### src/rtl/konane_cursor_ctrl.sv
// konane_cursor_ctrl
// ------------------
// Human-player front end for the 6x6 Konane engine. Button pulses move a
// board cursor; select / give-up presses are checked locally against the
// latched selectable mask and give-up permission. Only legal picks are sent
// to the engine on the op handshake. The engine's result (re handshake)
// refreshes the mask, the player to move and the give-up permission.
//
// Handshakes: a transfer happens on a rising clk edge where valid and ready
// are both high. While valid is high, its payload is held stable. Valid never
// waits on ready. op_valid is high only in S_ISSUE, and re_ready is high only
// in S_WAIT_RE, so every accepted op is followed by exactly one accepted
// result before the next op.
//
// Configuration macro: KONANE_CURSOR_SNAP_EN. When it is defined, the cursor
// jumps to the lowest set bit of the newly latched mask on every result.
//
// Ports:
//   clk, rst_n                 clock, asynchronous active-low reset
//   btn_up/down/left/right     single-cycle cursor move pulses
//   btn_sel, btn_giveup        pick the cursor cell / give up
//   op_valid, op_ready         op handshake; payload op_i, op_j (signed, -1 = give up)
//   re_valid, re_ready         result handshake; payload re_is_finished,
//                              re_next_player_id, re_player_can_giveup, re_selectable
//   cur_i, cur_j               cursor row/column 0..5
//   sel_mask                   latched selectable mask, bit index 6*i+j
//   cur_player                 player to move (0 = black)
//   can_giveup                 latched give-up permission
//   game_over, winner          last game finished / its winner
//   err                        one-cycle pulse after a rejected press
//   busy                       high whenever not in S_PICK
module konane_cursor_ctrl #(
    parameter logic [35:0] INIT_MASK = 36'h004001004
) (
    input  logic        clk,
    input  logic        rst_n,
    input  logic        btn_up,
    input  logic        btn_down,
    input  logic        btn_left,
    input  logic        btn_right,
    input  logic        btn_sel,
    input  logic        btn_giveup,
    input  logic        op_ready,
    output logic        op_valid,
    output logic [4:0]  op_i,
    output logic [4:0]  op_j,
    input  logic        re_valid,
    output logic        re_ready,
    input  logic        re_is_finished,
    input  logic        re_next_player_id,
    input  logic        re_player_can_giveup,
    input  logic [35:0] re_selectable,
    output logic [2:0]  cur_i,
    output logic [2:0]  cur_j,
    output logic [35:0] sel_mask,
    output logic        cur_player,
    output logic        can_giveup,
    output logic        game_over,
    output logic        winner,
    output logic        err,
    output logic        busy
);

    localparam logic [1:0] S_PICK    = 2'd0;
    localparam logic [1:0] S_ISSUE   = 2'd1;
    localparam logic [1:0] S_WAIT_RE = 2'd2;

    logic [1:0]  state;
    logic        mover;       // player whose op is in flight
    logic [5:0]  cell_idx;
    logic        one_dir;
    logic [35:0] new_mask;

    // Handshake flags decode straight from state so they clear together
    // with the asynchronous reset.
    assign op_valid = (state == S_ISSUE);
    assign re_ready = (state == S_WAIT_RE);
    assign busy     = (state != S_PICK);

    assign cell_idx = ({3'b000, cur_i} * 6'd6) + {3'b000, cur_j};
    assign one_dir  = $onehot({btn_up, btn_down, btn_left, btn_right});

    // A finished game restarts from the opening mask; the engine's mask is
    // irrelevant then.
    assign new_mask = re_is_finished ? INIT_MASK : re_selectable;

`ifdef KONANE_CURSOR_SNAP_EN
    logic [5:0] snap_idx;
    logic [2:0] snap_i;
    logic [2:0] snap_j;

    // Scan from the top so the lowest set bit wins.
    always_comb begin
        snap_idx = 6'd0;
        for (int k = 35; k >= 0; k--) begin
            if (new_mask[k]) snap_idx = 6'(k);
        end
    end
    assign snap_i = 3'(snap_idx / 6'd6);
    assign snap_j = 3'(snap_idx % 6'd6);
`endif

    always_ff @(posedge clk or negedge rst_n) begin
        if (!rst_n) begin
            state      <= S_PICK;
            op_i       <= 5'd0;
            op_j       <= 5'd0;
            cur_i      <= 3'd0;
            cur_j      <= 3'd0;
            sel_mask   <= INIT_MASK;
            cur_player <= 1'b0;
            can_giveup <= 1'b0;
            game_over  <= 1'b0;
            winner     <= 1'b0;
            mover      <= 1'b0;
            err        <= 1'b0;
        end else begin
            err <= 1'b0;
            case (state)
                S_PICK: begin
                    // Give-up beats select; a direction pulse alongside
                    // either is dropped.
                    if (btn_giveup) begin
                        if (can_giveup) begin
                            op_i  <= 5'b11111;
                            op_j  <= 5'b11111;
                            state <= S_ISSUE;
                        end else begin
                            err <= 1'b1;
                        end
                    end else if (btn_sel) begin
                        if (sel_mask[cell_idx]) begin
                            op_i  <= {2'b00, cur_i};
                            op_j  <= {2'b00, cur_j};
                            state <= S_ISSUE;
                        end else begin
                            err <= 1'b1;
                        end
                    end else if (one_dir) begin
                        if (btn_up)    cur_i <= (cur_i == 3'd0) ? 3'd5 : cur_i - 3'd1;
                        if (btn_down)  cur_i <= (cur_i == 3'd5) ? 3'd0 : cur_i + 3'd1;
                        if (btn_left)  cur_j <= (cur_j == 3'd0) ? 3'd5 : cur_j - 3'd1;
                        if (btn_right) cur_j <= (cur_j == 3'd5) ? 3'd0 : cur_j + 3'd1;
                    end
                end
                S_ISSUE: begin
                    if (op_ready) begin
                        game_over <= 1'b0;
                        mover     <= cur_player;
                        state     <= S_WAIT_RE;
                    end
                end
                S_WAIT_RE: begin
                    if (re_valid) begin
                        sel_mask <= new_mask;
                        if (re_is_finished) begin
                            game_over  <= 1'b1;
                            winner     <= mover;
                            cur_player <= 1'b0;
                            can_giveup <= 1'b0;
                        end else begin
                            cur_player <= re_next_player_id;
                            can_giveup <= re_player_can_giveup;
                        end
`ifdef KONANE_CURSOR_SNAP_EN
                        if (|new_mask) begin
                            cur_i <= snap_i;
                            cur_j <= snap_j;
                        end
`endif
                        state <= S_PICK;
                    end
                end
                default: state <= S_PICK;
            endcase
        end
    end

endmodule

### config.mk
export PLATFORM = sky130hd
export DESIGN_NAME = konane_cursor_ctrl
export DESIGN_NICKNAME = d
export VERILOG_FILES = /design/src/rtl/konane_cursor_ctrl.sv
export SDC_FILE = /design/constraint.sdc
export NUM_CORES = 1
export LEC_CHECK = 0
export CORE_MARGIN = 5
export CORE_UTILIZATION = 49
export DETAILED_ROUTE_END_ITERATION = 8
export GPL_ROUTABILITY_DRIVEN = 1
export PLACE_DENSITY = 0.86
export REMOVE_ABC_BUFFERS = 1
export SLEW_MARGIN = 20
export SYNTH_ARGS = -nofsm -noshare
export SYNTH_HDL_FRONTEND = slang
export SYNTH_SLANG_ARGS = --single-unit
### constraint.sdc
create_clock -name clk -period 7.86 [get_ports clk]
set_input_delay 1.572 -clock clk [delete_from_list [all_inputs] [get_ports clk]]
set_output_delay 1.572 -clock clk [all_outputs]
set_load 0.02 [all_outputs]
* Word-level counts from Yosys, hierarchy flattened
Cells that the tools add are included.
Storage, ports and cells: flip-flop bits (word level) 60, bits of input ports 49, output and inout port bits 60, logic and storage cells 89
Cells by class: add/subtract/negate cells 8, multiply operators 1, magnitude comparators 1, eq/ne operators 12, muxes and demuxes 36, bitwise logic cells 2, reduce and logical (&&, ||, !) cells 17
Operators by type and width (count):
- two-way mux 36 bit | 1
- two-way mux 5 bit | 7
- two-way mux 3 bit | 8
- AND reduction 5 bit | 3
- two-way mux 2 bit | 6
- nonzero test 2 bit | 6
- two-way mux 1 bit | 11
- inequality test 3 bit, second input constant | 3
- AND reduction 4 bit | 2
- < comparator 6 x 7 -> 1 bit, second input constant | 1
- adder 3 x 1 -> 3 bit, second input constant | 2
- adder 6 x 3 -> 6 bit | 1
- binary-select mux 1 bit (select 6 bit) | 1
- equality test 3 bit, second input constant | 2
- logical NOT 3 bit | 2
- one-hot mux 2 bit (3 select lines) | 1
- subtractor 3 x 1 -> 3 bit, second input constant | 2
- multiplier 3 x 2 -> 5 bit, second input constant | 1
- adder 1 x 1 -> 2 bit | 2
- inequality test 2 x 1 -> 1 bit, second input constant | 2
- inequality test 2 bit, second input constant | 2
- AND reduction 2 bit | 2
- adder 2 x 2 -> 3 bit | 1
- equality test 3 x 1 -> 1 bit, second input constant | 1
- other kinds (6) | 7

* Logic depth before layout (Yosys ltp)
word-level depth 8, mapped depth 12, mapped depth without buffers 11

* Worst setup path before layout
No wires, ideal clock.
path type input port to flip-flop, start in btn_up, end reg cur_j[2], setup time 0.121 ns, arrival time 3.465 ns, required time 7.739 ns, slack 4.274 ns, cell stages on the path 10, path buffers 0, path through inv_1 > fa_1 > inv_1 > ha_1 > ha_1 > nor4_1 > nand3_1 > nor2_1 > o21ai_0 > a22o_1
Between the ends: cells in the longest elaborated chain, start to end 4
Ends and longest elaborated chain:
- start, declared | line 37 | input logic btn_up,
- adder 1 x 1 -> 2 bit (not written as such) | line 81 | assign one_dir = $onehot({btn_up, btn_down, btn_left, btn_right});
- adder 2 x 2 -> 3 bit (not written as such) | line 81
- equality test 3 x 1 -> 1 bit | line 81
- AND reduction 5 bit (no source line)
- end signal, assigned | line 142 | if (btn_left) cur_j <= (cur_j == 3'd0) ? 3'd5 : cur_j - 3'd1;
- end signal, assigned | line 143 | if (btn_right) cur_j <= (cur_j == 3'd5) ? 3'd0 : cur_j + 3'd1;
- end, declared | line 54 | output logic [2:0] cur_j,
Every way passes these cells. A chain may end at the register's enable or synchronous reset.

* Final worst setup path
start in btn_down, end reg cur_i[2]
Between the ends: cells in the longest elaborated chain, start to end 4, elaborated cells on any way between the ends 6, those cells by class add/sub (2); eq/ne (1); mux (1); reduce/logical (2)
Ends and longest elaborated chain:
- start, declared | line 38 | input logic btn_down,
- adder 1 x 1 -> 2 bit (not written as such) | line 81
- adder 2 x 2 -> 3 bit (not written as such) | line 81
- equality test 3 x 1 -> 1 bit | line 81
- AND reduction 5 bit (no source line)
- end signal, assigned | line 140 | if (btn_up) cur_i <= (cur_i == 3'd0) ? 3'd5 : cur_i - 3'd1;
- end signal, assigned | line 141 | if (btn_down) cur_i <= (cur_i == 3'd5) ? 3'd0 : cur_i + 3'd1;
- end, declared | line 53 | output logic [2:0] cur_i,
Several ways; a longest one is shown, not always the timed one.

==> reports/qor.csv <==
stage;metric;value;unit
timing;finalCriticalPeriod;4.14;ns
layout;diodes;0;
clocking;post_cts_buffers;0;
clocking;ctsHoldBuffers;0;
power_and_ir_drop;power_density;414;nW/µm²
drt;drc;0;
critical_path;crit_path_cell_trace;clkdlybuf4s50_1 -> inv_1 -> fa_1 -> inv_1 -> ha_1 -> ha_1 -> nor4_1 -> nand3_1 -> nor2_1 -> o31ai_1 -> a22o_1;
synth;yosysTopAreaCell;dfrtp_1;
drt;route.detailed.wl_per_inst;15.3;µm
power_and_ir_drop;vdd_ir_drop_max;0.000265;V
critical_path;critPathKind;in2reg;
layout;layout.nets;481;
drt;vias;2619;
synth;async_reset_ff_share;100;%
placement;hpwl;5650;µm
clocking;cts_tree;done;
critical_path;max_stage_delay;0.55;ns
clocking;insertion_delay;0.34;ns
synth;synth_edf_count;0;
clocking;path_clk_slew;0.07;ns
timing;rsz0062_at_grt;no;
synth;synthFlopType;dfrtp_1;
drt;wl;7660;µm
synth;synthTopCellsByArea;dfrtp_1 43%, nand2b_1 6.9%, nand2_1 5.9%, ha_1 4.7%, o21ai_0 4.6%;
critical_path;end_kind;register;
layout;final_layout_size_suffix_gt1_share;7.58;%
drt;first_pass_iters;4;
hold_path;hold_depth;2;
placement;gp_congestion;0.760;
critical_path;worstPathRequired;8.09;ns
drt;drt-initial-drc-count;91;
drt;ant_nets;0;
clocking;cts-root-buf;clkbuf_8;
die;start_util;50.1;%
synth;synth-seq-cells;57;
critical_path;crit_slowest_cell;clkdlybuf4s50_1;
synth;ys_seq_area_share;45.2;%
power_and_ir_drop;power_frac_clock;16.2;%
timing;tns;0;ns
grt;grt_overflow;0;
timing;hold_viol;0;
clocking;cts-resized-gates;0;
power_and_ir_drop;p_switching;758;µW
synth;synth_cell_types;43;
placement;portBuffers;108;
layout;area_growth;40.5;%
synth;avgSynthCellArea;9.95;µm²
timing;setup_viol_count_final;0;
power_and_ir_drop;power.internal;1080;µW
critical_path;r2r_cells;9;
power_and_ir_drop;pwr-share-seq;28.5;%
drt;vias_per_cell;5.25;
timing;max_slew.worst_pin.slew;1.01;ns
outcome;status;finished clean;
grt;grt_max_degree;77;
die;rows;29;
timing;slew_violations;0;
critical_path;cp-start-kind;input pin;
grt;grt_pass1_vias;2624;
power_and_ir_drop;sw_frac_of_total;41.2;%
clocking;cts.path.max_buffers;2;
clocking;cts_max_level;3;
grt;grt_antenna_before_repair;0;
power_and_ir_drop;p_leak;0.00191;µW
timing;finalCritPeriodShare;52.6;%
timing;slew_headroom;32.8;%
die;die_x;90.4;µm
timing;fmax;242;MHz
die;die_h;90.4;µm
die;coreArea;6310;µm²
synth;syn_inst;318;
power_and_ir_drop;comb_power_share;55.4;%
timing;finalClockSkew;0.00854;ns
synth;synth_area;3170;µm²
grt;grt_pass1_wl;12600;µm
synth;yosys_warnings;0;
die;dieArea;8170;µm²
die;io_pins;109;
critical_path;crit_arrival;4.36;ns
critical_path;cp_max_fo;6;
power_and_ir_drop;p_total;1840;µW
synth;synth.top_cell.area_share;42.7;%
flow_run;maxCapViolCount;0;
clocking;cts_sinks;57;
hold_path;hold_class;reg2reg;
clocking;numCtsBuffers;9;
grt;track_usage;19.0;%
==> layout by cell type (no fill, tap or decap), drive strengths merged, types with 4 or more instances in the layout <==
cell | netlist | layout
a21oi | 4 | 4
clkbuf | 12 | 10
clkdlybuf4s50 | 0 | 107
dfrtp | 54 | 54
ha | 12 | 12
inv | 18 | 18
mux4 | 8 | 8
nand2 | 50 | 50
nand2b | 35 | 35
nor2 | 13 | 13
nor2b | 5 | 5
o21ai | 47 | 47
o32a | 6 | 6
xnor2 | 5 | 5
==> routing by layer <==
metal / track usage [%] / wire length (µm)
met1: 23.0 / 3240
met4: 6.33 / 115
met5: 0 / 0
met3: 7.08 / 608
met2: 31.2 / 3700
==> synthesized netlist by cell type (3+ instances only) <==
cell type   n
inv_1      18
o21ai_0    29
nand3_1     3
nand2_1    50
clkbuf_1   12
ha_1       12
mux4_2      6
nand2b_1   35
o21ai_1    18
mux2i_1     3
buf_4       3
nor2_1     13
buf_6       3
fa_1        3
xnor2_1     4
dfstp_2     3
a21oi_1     4
dfrtp_1    54
nor2b_1     5
o32a_1      6
buf_2       3
==> power by group through the flow <==
stage               combinational, µW  sequential (µW)  clock [µW]
floorplan                         502              642           0
global placement                 1010              522           0
detailed placement               1030              529           0
CTS                              1030              526         301
global route                     1110              543         314
finish                           1020              524         298
==> worst max-delay path, delay by kind of cell <==
family	cells	cell delay (ns)
compound gates	2	0.35
simple gates	3	0.74
fa+ha+maj	3	0.97
buf+inv	3	0.72
==> logic make-up (layout without fill, tap and decap cells) <==
kind of cell / count (synthesis) / count (layout) / synth area share, %
buffers and inverters: 39 / 143 / 5.81
AND/OR/NAND/NOR: 116 / 116 / 18.1
multiplexers: 13 / 13 / 7.59
XOR/XNOR: 6 / 6 / 2.49
adder cells (fa/ha/maj): 15 / 15 / 6.64
AO/OA/AOI/OAI: 72 / 72 / 14.2
flip-flops: 57 / 57 / 45.2
==> flip-flops by register name, summed over array words and instances (netlist names) <==
register    flops
can_giveup      1
cur_i           3
cur_j           3
cur_player      1
err             1
game_over       1
mover           1
op_i            4
op_j            3
sel_mask       36
state           2
winner          1
==> cell type report <==
cell class / instances / area, µm²
multi-input cells: 222 / 1560
repair buffers: 109 / 1080
clock inverters: 6 / 82.6
inverters: 18 / 67.6
flip-flops and latches: 57 / 1430
clock buffers: 10 / 128
fillers: 492 / 1870
well taps: 77 / 96.3
==> stage by stage <==
step / cell area [µm²] / util [%] / std cells / setup slack (ns) / hold WS (ns)
global placement: 4230 / 67.0 / 483 / 3.57 / 0.458
detailed placement: 4230 / 67.0 / 483 / 3.40 / 0.468
CTS: 4440 / 70.4 / 499 / 3.76 / 0.479
global route: 4450 / 70.4 / 499 / 3.50 / 0.491
finish: 4450 / 70.4 / 499 / 3.72 / 0.480
floorplan: 3050 / - / 297 / 4.26 / 0.454
==> path summary, 6_finish.rpt <==
kind	endpoint	slack (ns)	start
max in group asynchronous	sel_mask[19]$_DFFE_PN0P_	6.02	rst_n
min reg2reg	sel_mask[2]$_DFFE_PN1P_	0.48	sel_mask[2]$_DFFE_PN1P_
max	cur_i[2]$_DFFE_PN0P_	3.72	btn_down
min in group asynchronous	game_over$_DFFE_PN0P_	1.36	rst_n
min	sel_mask[2]$_DFFE_PN1P_	0.48	sel_mask[2]$_DFFE_PN1P_
max reg2reg	op_j[1]$_DFFE_PN0P_	4.51	cur_i[1]$_DFFE_PN0P_
No activity file was read; power rests on OpenSTA's default activity.
